### src/rtl/superio_arb_pkg.sv
// Shared definitions for the SuperIO register arbiter.
// Addresses, FSM states and grant encoding.
package superio_arb_pkg;

    localparam logic [2:0] ADDR_REG1  = 3'b001;
    localparam logic [2:0] ADDR_REG2  = 3'b100;
    localparam logic [2:0] ADDR_REG3  = 3'b101;
    localparam logic [2:0] ADDR_STATS = 3'b110;

    typedef enum logic [1:0] {
        S_IDLE,
        S_ACCESS,
        S_DONE
    } state_t;

    typedef enum logic {
        G_AVS,
        G_ISA
    } grant_t;

endpackage

### src/rtl/superio_reg_arbiter_if.sv
// Requester-side bus bundle: Avalon-MM slave port plus ISA bridge.
// master = requesters, slave = arbiter.
interface superio_reg_arbiter_if #(
    parameter int WIDTH = 32
);
    logic [2:0]       avs_address;
    logic             avs_read;
    logic             avs_write;
    logic [WIDTH-1:0] avs_writedata;
    logic [WIDTH-1:0] avs_readdata;
    logic             avs_waitrequest;
    logic             isa_req;
    logic             isa_we;
    logic [2:0]       isa_addr;
    logic [WIDTH-1:0] isa_wdata;
    logic [WIDTH-1:0] isa_rdata;
    logic             isa_ack;

    modport master (
        output avs_address, avs_read, avs_write, avs_writedata,
        output isa_req, isa_we, isa_addr, isa_wdata,
        input  avs_readdata, avs_waitrequest, isa_rdata, isa_ack
    );

    modport slave (
        input  avs_address, avs_read, avs_write, avs_writedata,
        input  isa_req, isa_we, isa_addr, isa_wdata,
        output avs_readdata, avs_waitrequest, isa_rdata, isa_ack
    );
endinterface

### src/rtl/superio_reg_bank.sv
// SuperIO shared register bank: REG1/REG2/REG3 storage,
// write decode and registered read decode (unmapped reads 0).
module superio_reg_bank
    import superio_arb_pkg::*;
#(
    parameter int          WIDTH     = 32,
    parameter logic [31:0] REG1_INIT = 32'h0000_0000,
    parameter logic [31:0] REG2_INIT = 32'h0000_0000,
    parameter logic [31:0] REG3_INIT = 32'h0000_0000
) (
    input  logic             clk,
    input  logic             reset,
    input  logic             wr_en,
    input  logic             rd_en,
    input  logic [2:0]       addr,
    input  logic [WIDTH-1:0] wdata,
    output logic [WIDTH-1:0] rdata,
    output logic [WIDTH-1:0] reg1_q,
    output logic [WIDTH-1:0] reg2_q,
    output logic [WIDTH-1:0] reg3_q
);

    // Register storage; writes to unmapped addresses are dropped.
    always_ff @(posedge clk) begin
        if (reset) begin
            reg1_q <= WIDTH'(REG1_INIT);
            reg2_q <= WIDTH'(REG2_INIT);
            reg3_q <= WIDTH'(REG3_INIT);
        end else if (wr_en) begin
            unique case (1'b1)
                (addr == ADDR_REG1): reg1_q <= wdata;
                (addr == ADDR_REG2): reg2_q <= wdata;
                (addr == ADDR_REG3): reg3_q <= wdata;
                default: ;
            endcase
        end
    end

    // Read data captured once per read access and held afterwards.
    always_ff @(posedge clk) begin
        if (reset) begin
            rdata <= '0;
        end else if (rd_en) begin
            unique case (1'b1)
                (addr == ADDR_REG1): rdata <= reg1_q;
                (addr == ADDR_REG2): rdata <= reg2_q;
                (addr == ADDR_REG3): rdata <= reg3_q;
                default:             rdata <= '0;
            endcase
        end
    end

endmodule

### src/rtl/superio_reg_arbiter.sv
// Round-robin arbiter between Avalon and ISA for the SuperIO register bank.
// Optional access counters at 3'b110 when SUPERIO_ARB_STATS_EN is defined.
module superio_reg_arbiter
    import superio_arb_pkg::*;
#(
    parameter int          WIDTH     = 32,
    parameter logic [31:0] REG1_INIT = 32'h0000_0000,
    parameter logic [31:0] REG2_INIT = 32'h0000_0000,
    parameter logic [31:0] REG3_INIT = 32'h0000_0000
) (
    input  logic                  clk,
    input  logic                  reset,
    superio_reg_arbiter_if.slave  bus,
    output logic [WIDTH-1:0]      reg1_q,
    output logic [WIDTH-1:0]      reg2_q,
    output logic [WIDTH-1:0]      reg3_q
);

    state_t           state;
    state_t           state_nx;
    grant_t           grant;
    grant_t           last_grant;
    logic             grant_avs;
    logic             grant_isa;
    logic             avs_req;
    logic [2:0]       addr;
    logic             we;
    logic [WIDTH-1:0] wdata;
    logic             wr_en;
    logic             rd_en;
    logic [WIDTH-1:0] bank_rdata;
    logic [WIDTH-1:0] rdata;

    assign avs_req = bus.avs_read | bus.avs_write;

    // Next state and grant choice; ties go to the side not served last.
    always_comb begin
        state_nx  = state;
        grant_avs = 1'b0;
        grant_isa = 1'b0;
        unique case (state)
            S_IDLE: begin
                if (avs_req && (!bus.isa_req || last_grant == G_ISA))
                    grant_avs = 1'b1;
                else if (bus.isa_req)
                    grant_isa = 1'b1;
                if (grant_avs || grant_isa)
                    state_nx = S_ACCESS;
            end
            S_ACCESS: state_nx = S_DONE;
            S_DONE:   state_nx = S_IDLE;
            default:  state_nx = S_IDLE;
        endcase
    end

    // State register and round-robin history.
    always_ff @(posedge clk) begin
        if (reset) begin
            state      <= S_IDLE;
            last_grant <= G_ISA;
        end else begin
            state <= state_nx;
            if (state == S_DONE)
                last_grant <= grant;
        end
    end

    // Latch the winning request at grant; both strobes high means write.
    always_ff @(posedge clk) begin
        if (reset) begin
            grant <= G_ISA;
            addr  <= '0;
            we    <= 1'b0;
            wdata <= '0;
        end else if (grant_avs) begin
            grant <= G_AVS;
            addr  <= bus.avs_address;
            we    <= bus.avs_write;
            wdata <= bus.avs_writedata;
        end else if (grant_isa) begin
            grant <= G_ISA;
            addr  <= bus.isa_addr;
            we    <= bus.isa_we;
            wdata <= bus.isa_wdata;
        end
    end

    assign wr_en = (state == S_ACCESS) && we;
    assign rd_en = (state == S_ACCESS) && !we;

    superio_reg_bank #(
        .WIDTH     (WIDTH),
        .REG1_INIT (REG1_INIT),
        .REG2_INIT (REG2_INIT),
        .REG3_INIT (REG3_INIT)
    ) u_bank (
        .clk    (clk),
        .reset  (reset),
        .wr_en  (wr_en),
        .rd_en  (rd_en),
        .addr   (addr),
        .wdata  (wdata),
        .rdata  (bank_rdata),
        .reg1_q (reg1_q),
        .reg2_q (reg2_q),
        .reg3_q (reg3_q)
    );

`ifdef SUPERIO_ARB_STATS_EN
    logic [15:0]      avs_cnt;
    logic [15:0]      isa_cnt;
    logic [WIDTH-1:0] stats_rdata;
    logic             stats_hit;

    assign stats_hit = (addr == ADDR_STATS);

    // Saturating per-side completion counters; a write to 3'b110 clears them.
    always_ff @(posedge clk) begin
        if (reset) begin
            avs_cnt     <= '0;
            isa_cnt     <= '0;
            stats_rdata <= '0;
        end else begin
            if (rd_en)
                stats_rdata <= stats_hit ? WIDTH'({isa_cnt, avs_cnt}) : '0;
            if (wr_en && stats_hit) begin
                avs_cnt <= '0;
                isa_cnt <= '0;
            end else if (state == S_DONE && !(we && stats_hit)) begin
                if (grant == G_AVS && avs_cnt != 16'hFFFF)
                    avs_cnt <= avs_cnt + 16'd1;
                if (grant == G_ISA && isa_cnt != 16'hFFFF)
                    isa_cnt <= isa_cnt + 16'd1;
            end
        end
    end

    assign rdata = bank_rdata | stats_rdata;
`else
    assign rdata = bank_rdata;
`endif

    assign bus.avs_waitrequest = !(state == S_DONE && grant == G_AVS);
    assign bus.isa_ack         = (state == S_DONE) && (grant == G_ISA);
    assign bus.avs_readdata    = rdata;
    assign bus.isa_rdata       = rdata;

endmodule

### src/flat_wrapper.sv
// flat-port wrapper written by rule: the top's interface ports become plain ports
module superio_reg_arbiter_flat import superio_arb_pkg::*;
#(
    parameter int          WIDTH     = 32,
    parameter logic [31:0] REG1_INIT = 32'h0000_0000,
    parameter logic [31:0] REG2_INIT = 32'h0000_0000,
    parameter logic [31:0] REG3_INIT = 32'h0000_0000
)
  (clk, reset, reg1_q, reg2_q, reg3_q, bus_avs_address, bus_avs_read, bus_avs_write, bus_avs_writedata, bus_isa_req, bus_isa_we, bus_isa_addr, bus_isa_wdata, bus_avs_readdata, bus_avs_waitrequest, bus_isa_rdata, bus_isa_ack);
  superio_reg_arbiter_if #(.WIDTH(WIDTH)) bus_i ();
  input  logic clk;
  input  logic reset;
  output logic [WIDTH-1:0] reg1_q;
  output logic [WIDTH-1:0] reg2_q;
  output logic [WIDTH-1:0] reg3_q;
  input wire logic [$bits(bus_i.avs_address)-1:0] bus_avs_address;
  input wire logic [$bits(bus_i.avs_read)-1:0] bus_avs_read;
  input wire logic [$bits(bus_i.avs_write)-1:0] bus_avs_write;
  input wire logic [$bits(bus_i.avs_writedata)-1:0] bus_avs_writedata;
  input wire logic [$bits(bus_i.isa_req)-1:0] bus_isa_req;
  input wire logic [$bits(bus_i.isa_we)-1:0] bus_isa_we;
  input wire logic [$bits(bus_i.isa_addr)-1:0] bus_isa_addr;
  input wire logic [$bits(bus_i.isa_wdata)-1:0] bus_isa_wdata;
  output wire logic [$bits(bus_i.avs_readdata)-1:0] bus_avs_readdata;
  output wire logic [$bits(bus_i.avs_waitrequest)-1:0] bus_avs_waitrequest;
  output wire logic [$bits(bus_i.isa_rdata)-1:0] bus_isa_rdata;
  output wire logic [$bits(bus_i.isa_ack)-1:0] bus_isa_ack;
  assign bus_i.avs_address = bus_avs_address;
  assign bus_i.avs_read = bus_avs_read;
  assign bus_i.avs_write = bus_avs_write;
  assign bus_i.avs_writedata = bus_avs_writedata;
  assign bus_i.isa_req = bus_isa_req;
  assign bus_i.isa_we = bus_isa_we;
  assign bus_i.isa_addr = bus_isa_addr;
  assign bus_i.isa_wdata = bus_isa_wdata;
  assign bus_avs_readdata = bus_i.avs_readdata;
  assign bus_avs_waitrequest = bus_i.avs_waitrequest;
  assign bus_isa_rdata = bus_i.isa_rdata;
  assign bus_isa_ack = bus_i.isa_ack;
  superio_reg_arbiter #(.WIDTH(WIDTH), .REG1_INIT(REG1_INIT), .REG2_INIT(REG2_INIT), .REG3_INIT(REG3_INIT)) u_core (.clk(clk), .reset(reset), .bus(bus_i), .reg1_q(reg1_q), .reg2_q(reg2_q), .reg3_q(reg3_q));
endmodule
### config.mk
export PLATFORM = sky130hd
export DESIGN_NAME = superio_reg_arbiter_flat
export DESIGN_NICKNAME = d
export VERILOG_FILES = /design/src/rtl/superio_arb_pkg.sv /design/src/rtl/superio_reg_arbiter_if.sv /design/src/rtl/superio_reg_bank.sv /design/src/rtl/superio_reg_arbiter.sv /design/src/flat_wrapper.sv
export SDC_FILE = /design/constraint.sdc
export NUM_CORES = 1
export LEC_CHECK = 0
export ABC_AREA = 1
export CORE_ASPECT_RATIO = 0.6
export CORE_MARGIN = 4
export CORE_UTILIZATION = 40
export CTS_BUF_LIST = sky130_fd_sc_hd__clkbuf_4 sky130_fd_sc_hd__clkbuf_8
export CTS_CLUSTER_DIAMETER = 30
export DETAILED_ROUTE_END_ITERATION = 6
export GPL_ROUTABILITY_DRIVEN = 0
export GPL_TIMING_DRIVEN = 0
export PLACE_DENSITY = 0.69
export SLEW_MARGIN = 20
export SYNTH_ARGS = -nofsm -noshare
export SYNTH_HDL_FRONTEND = slang
export SYNTH_SLANG_ARGS = --single-unit
### constraint.sdc
create_clock -name clk -period 1.85 [get_ports clk]
set_clock_uncertainty 0.05 [all_clocks]
set_input_delay 0.185 -clock clk [delete_from_list [all_inputs] [get_ports clk]]
set_output_delay 0.185 -clock clk [all_outputs]
set_load 0.02 [all_outputs]
==> metrics <==
status=complete, but fails checks; failing checks=DRC; setup bufs post-CTS=0; top post-synthesis cells by area=dfxtp_1, a21oi_1, nand2_1; drt total wl=28500 microns; share of cells above drive strength 1=10.1%; Setup Crit Path Kind=reg -> out; Port Buf Inserts=236; Hold Path Stages=4; area delta synth->final=42.6%; clock network fraction of total power=34.3%; Mapped Cells=985; fin crit share=96.0%; via count=8063; syn nets=1061; R2R depth=7; Max Slew Vio Count=0; Starting Density=41.7%; antenna violations before repair=0; Final ANT Viol Nets=0; cts hold-fix bufs=0; worst flop-to-flop path startpoint=u_core.state[0]$_SDFFE_PP0P_; detailed route wirelength on metal2=11500 microns; FF/Latch Area=3360 sq um; CTS tree=done; Rows=37; DRT iter0 DRCs=1025; Clk Latency, worst-skew pair=0.45 ns; worst min-delay path class=in -> reg; Cell Area, Synth=7300 sq um; met3 wire len=4070 microns; GRT Resource Usage Total=26.4%; clk slew on worst S/H paths=0.10 ns; Pre-antenna DRT Iters=7; pin count of the biggest net entering global routing=17; Nets=1316; final hold viol count=0; Worst-Margin Slew=0.703 ns; Critical Path Sink Type=output port; # fillers=1645; Leak=4.49 nW; n_diodes=0; switching share of power=31.5%; VDD IR max=0.477 mV; number of global-route vias before repair=7347; root buffer cell=clkbuf_8; top-count cell post-synth=nand2_1; total internal power=0.00561 W; flop2flop setup slack=0.11 ns; Primary FF master, synth=dfxtp_1; Comb pwr share=19.1%; area of the multi-input gates=3020 sq um; share of the synthesized area in the top cell type=46.1%; Final min period=1.78 ns; sequential power share=46.7%; Slew HR=53.1%; Layout Cells excl Fill=1487; die height=113 microns; Hold Crit Start=reset; Setup Viol. Count Final=0; Hold Crit Endpoint=u_core.wdata[0]$_SDFFE_PP0P_; num ports=238; Post-synth EDFFs=0; Top Layer Used=met4; # H-tree levels=4; Die W=182 microns; M1 WL=12500 microns; P_sw=0.00258 W; DIE AREA=20500 sq um; FFs w/ async S/R, synth=0%; flops & latches, synth=168; f_max=563 MHz; critical path data arrival time=1.54 ns; Seq/Total Area, Yosys=46.1%; YS warnings=0; Max Buffers Root-to-Sink=2; Critical Path RT=1.62 ns; crit path launch type=flop; GRT overflow=0; commonest cells in the netlist=nand2_1, dfxtp_1, a21oi_1; post-DP HPWL=21300 microns; routed len/inst=19.2 microns; clk sinks=168; syn_area_per_cell=7.41 sq um; crit path max fanout=3; Power Total=0.00819 W; Inst Count DP=1455; Yosys cell types=23; power density cells=787 nW/um^2; Yosys top cell by area=dfxtp_1; Avg Vias per Cell=5.42; Core Region=17500 sq um; # DRC=1; Num CTS Buffers=17; worst reg2reg endpoint=u_core.wdata[21]$_SDFFE_PP0P_; first-pass GRT wire length=42200 microns; max_cap viols=0
==> state kept, by name, summed over array words and instances (netlist names) <==
name                  count
u_core.addr               3
u_core.grant              1
u_core.last_grant         1
u_core.state              2
u_core.u_bank.rdata      32
u_core.u_bank.reg1_q     32
u_core.u_bank.reg2_q     32
u_core.u_bank.reg3_q     32
u_core.wdata             32
u_core.we                 1
==> power by group through the flow <==
stage / clock network, W / registers, W / logic, W
6_report: 0.00281 / 0.00382 / 0.00156
5_1_grt: 0.00298 / 0.00383 / 0.00168
4_1_cts: 0.00282 / 0.00382 / 0.00151
3_5_place_dp: 0 / 0.00390 / 0.00151
3_3_place_gp: 0 / 0.00390 / 0.00149
2_1_floorplan: 0 / 0.00392 / 0.000838
==> per-layer routing <==
layer | vias to the layer above | track usage [%]
met2 | 543 | 37.7
li1 | 3812 | -
met1 | 3671 | 38.3
met3 | 37 | 8.71
met4 | 0 | 6.50
met5 | - | 0
==> what timing repair did <==
action                     4_1_cts  5_1_grt
pin swaps                        0        1
resized for setup                2       27
setup endpoints to repair        2       59
gates cloned                     0        0
==> placed cells by master (no fill, tap or decap), types with 4 or more instances in the layout <==
master | netlist | layout
buf_2 | 38 | 35
a21oi_1 | 164 | 164
clkinv_4 | 0 | 4
dlymetal6s2s_1 | 0 | 9
clkbuf_2 | 3 | 10
nand2_1 | 177 | 177
nor2_1 | 5 | 5
o21ai_0 | 97 | 97
clkdlybuf4s50_1 | 0 | 225
clkbuf_1 | 35 | 30
nand4_1 | 64 | 64
clkbuf_8 | 0 | 17
nand3_1 | 105 | 104
inv_1 | 78 | 78
nor2_4 | 4 | 4
clkinv_2 | 1 | 5
buf_4 | 32 | 33
dfxtp_1 | 168 | 168
==> stage by stage <==
stage / TNS, ns / hold WS [ns] / utilization, % / instance area [sq um] / setup slack [ns]
floorplan: 0 / 0.293 / - / 7300 / 0.526
global placement: -5.38 / 0.407 / 56.9 / 9960 / -0.241
detailed placement: -6.64 / 0.423 / 56.9 / 9960 / -0.283
CTS: 0 / 0.174 / 59.3 / 10400 / 0.0149
global route: -0.000122 / 0.213 / 59.5 / 10400 / -0.000122
finish: 0 / 0.190 / 59.5 / 10400 / 0.0732
==> kinds of logic (layout without fill, tap and decap cells) <==
logic type             Yosys count  in the layout  share of synthesized area, %
buffers and inverters          194            462                          12.6
DFF                            168            168                          46.1
and+or+nand+nor                360            360                          23.2
AOI/OAI and AO/OA              263            263                          18.1
==> worst max-delay path by stage <==
stage | slack, ns | depth (start not counted) | end | startpoint
global route | -0.0001 | 7 | u_core.wdata[21]$_SDFFE_PP0P_ | u_core.state[0]$_SDFFE_PP0P_
floorplan | 0.53 | 7 | u_core.wdata[23]$_SDFFE_PP0P_ | u_core.state[1]$_SDFFE_PP0P_
detailed placement | -0.28 | 8 | u_core.addr[2]$_SDFFE_PP0P_ | bus_avs_write
CTS | 0.01 | 2 | bus_isa_rdata[1] | u_core.u_bank.rdata[1]$_SDFFE_PP0P_
finish | 0.07 | 2 | bus_isa_rdata[13] | u_core.u_bank.rdata[13]$_SDFFE_PP0P_
global placement | -0.24 | 8 | u_core.addr[2]$_SDFFE_PP0P_ | bus_avs_write
==> worst max-delay path, stage by stage (launching register included) <==
cell and delay [ns]:
dfxtp_1 0.38, buf_4 0.12, clkdlybuf4s50_1 0.59
==> area by class of cell <==
cell class	count	share of cell area (%)
multi-input cells	623	29.0
repair buffers	236	22.9
flip-flops and latches	168	32.3
well taps	234	2.81
clock buffers	18	2.32
clock inverters	14	1.67
inverters	81	2.93
plain buffers	113	6.08
(Power assumes the default switching activity.)
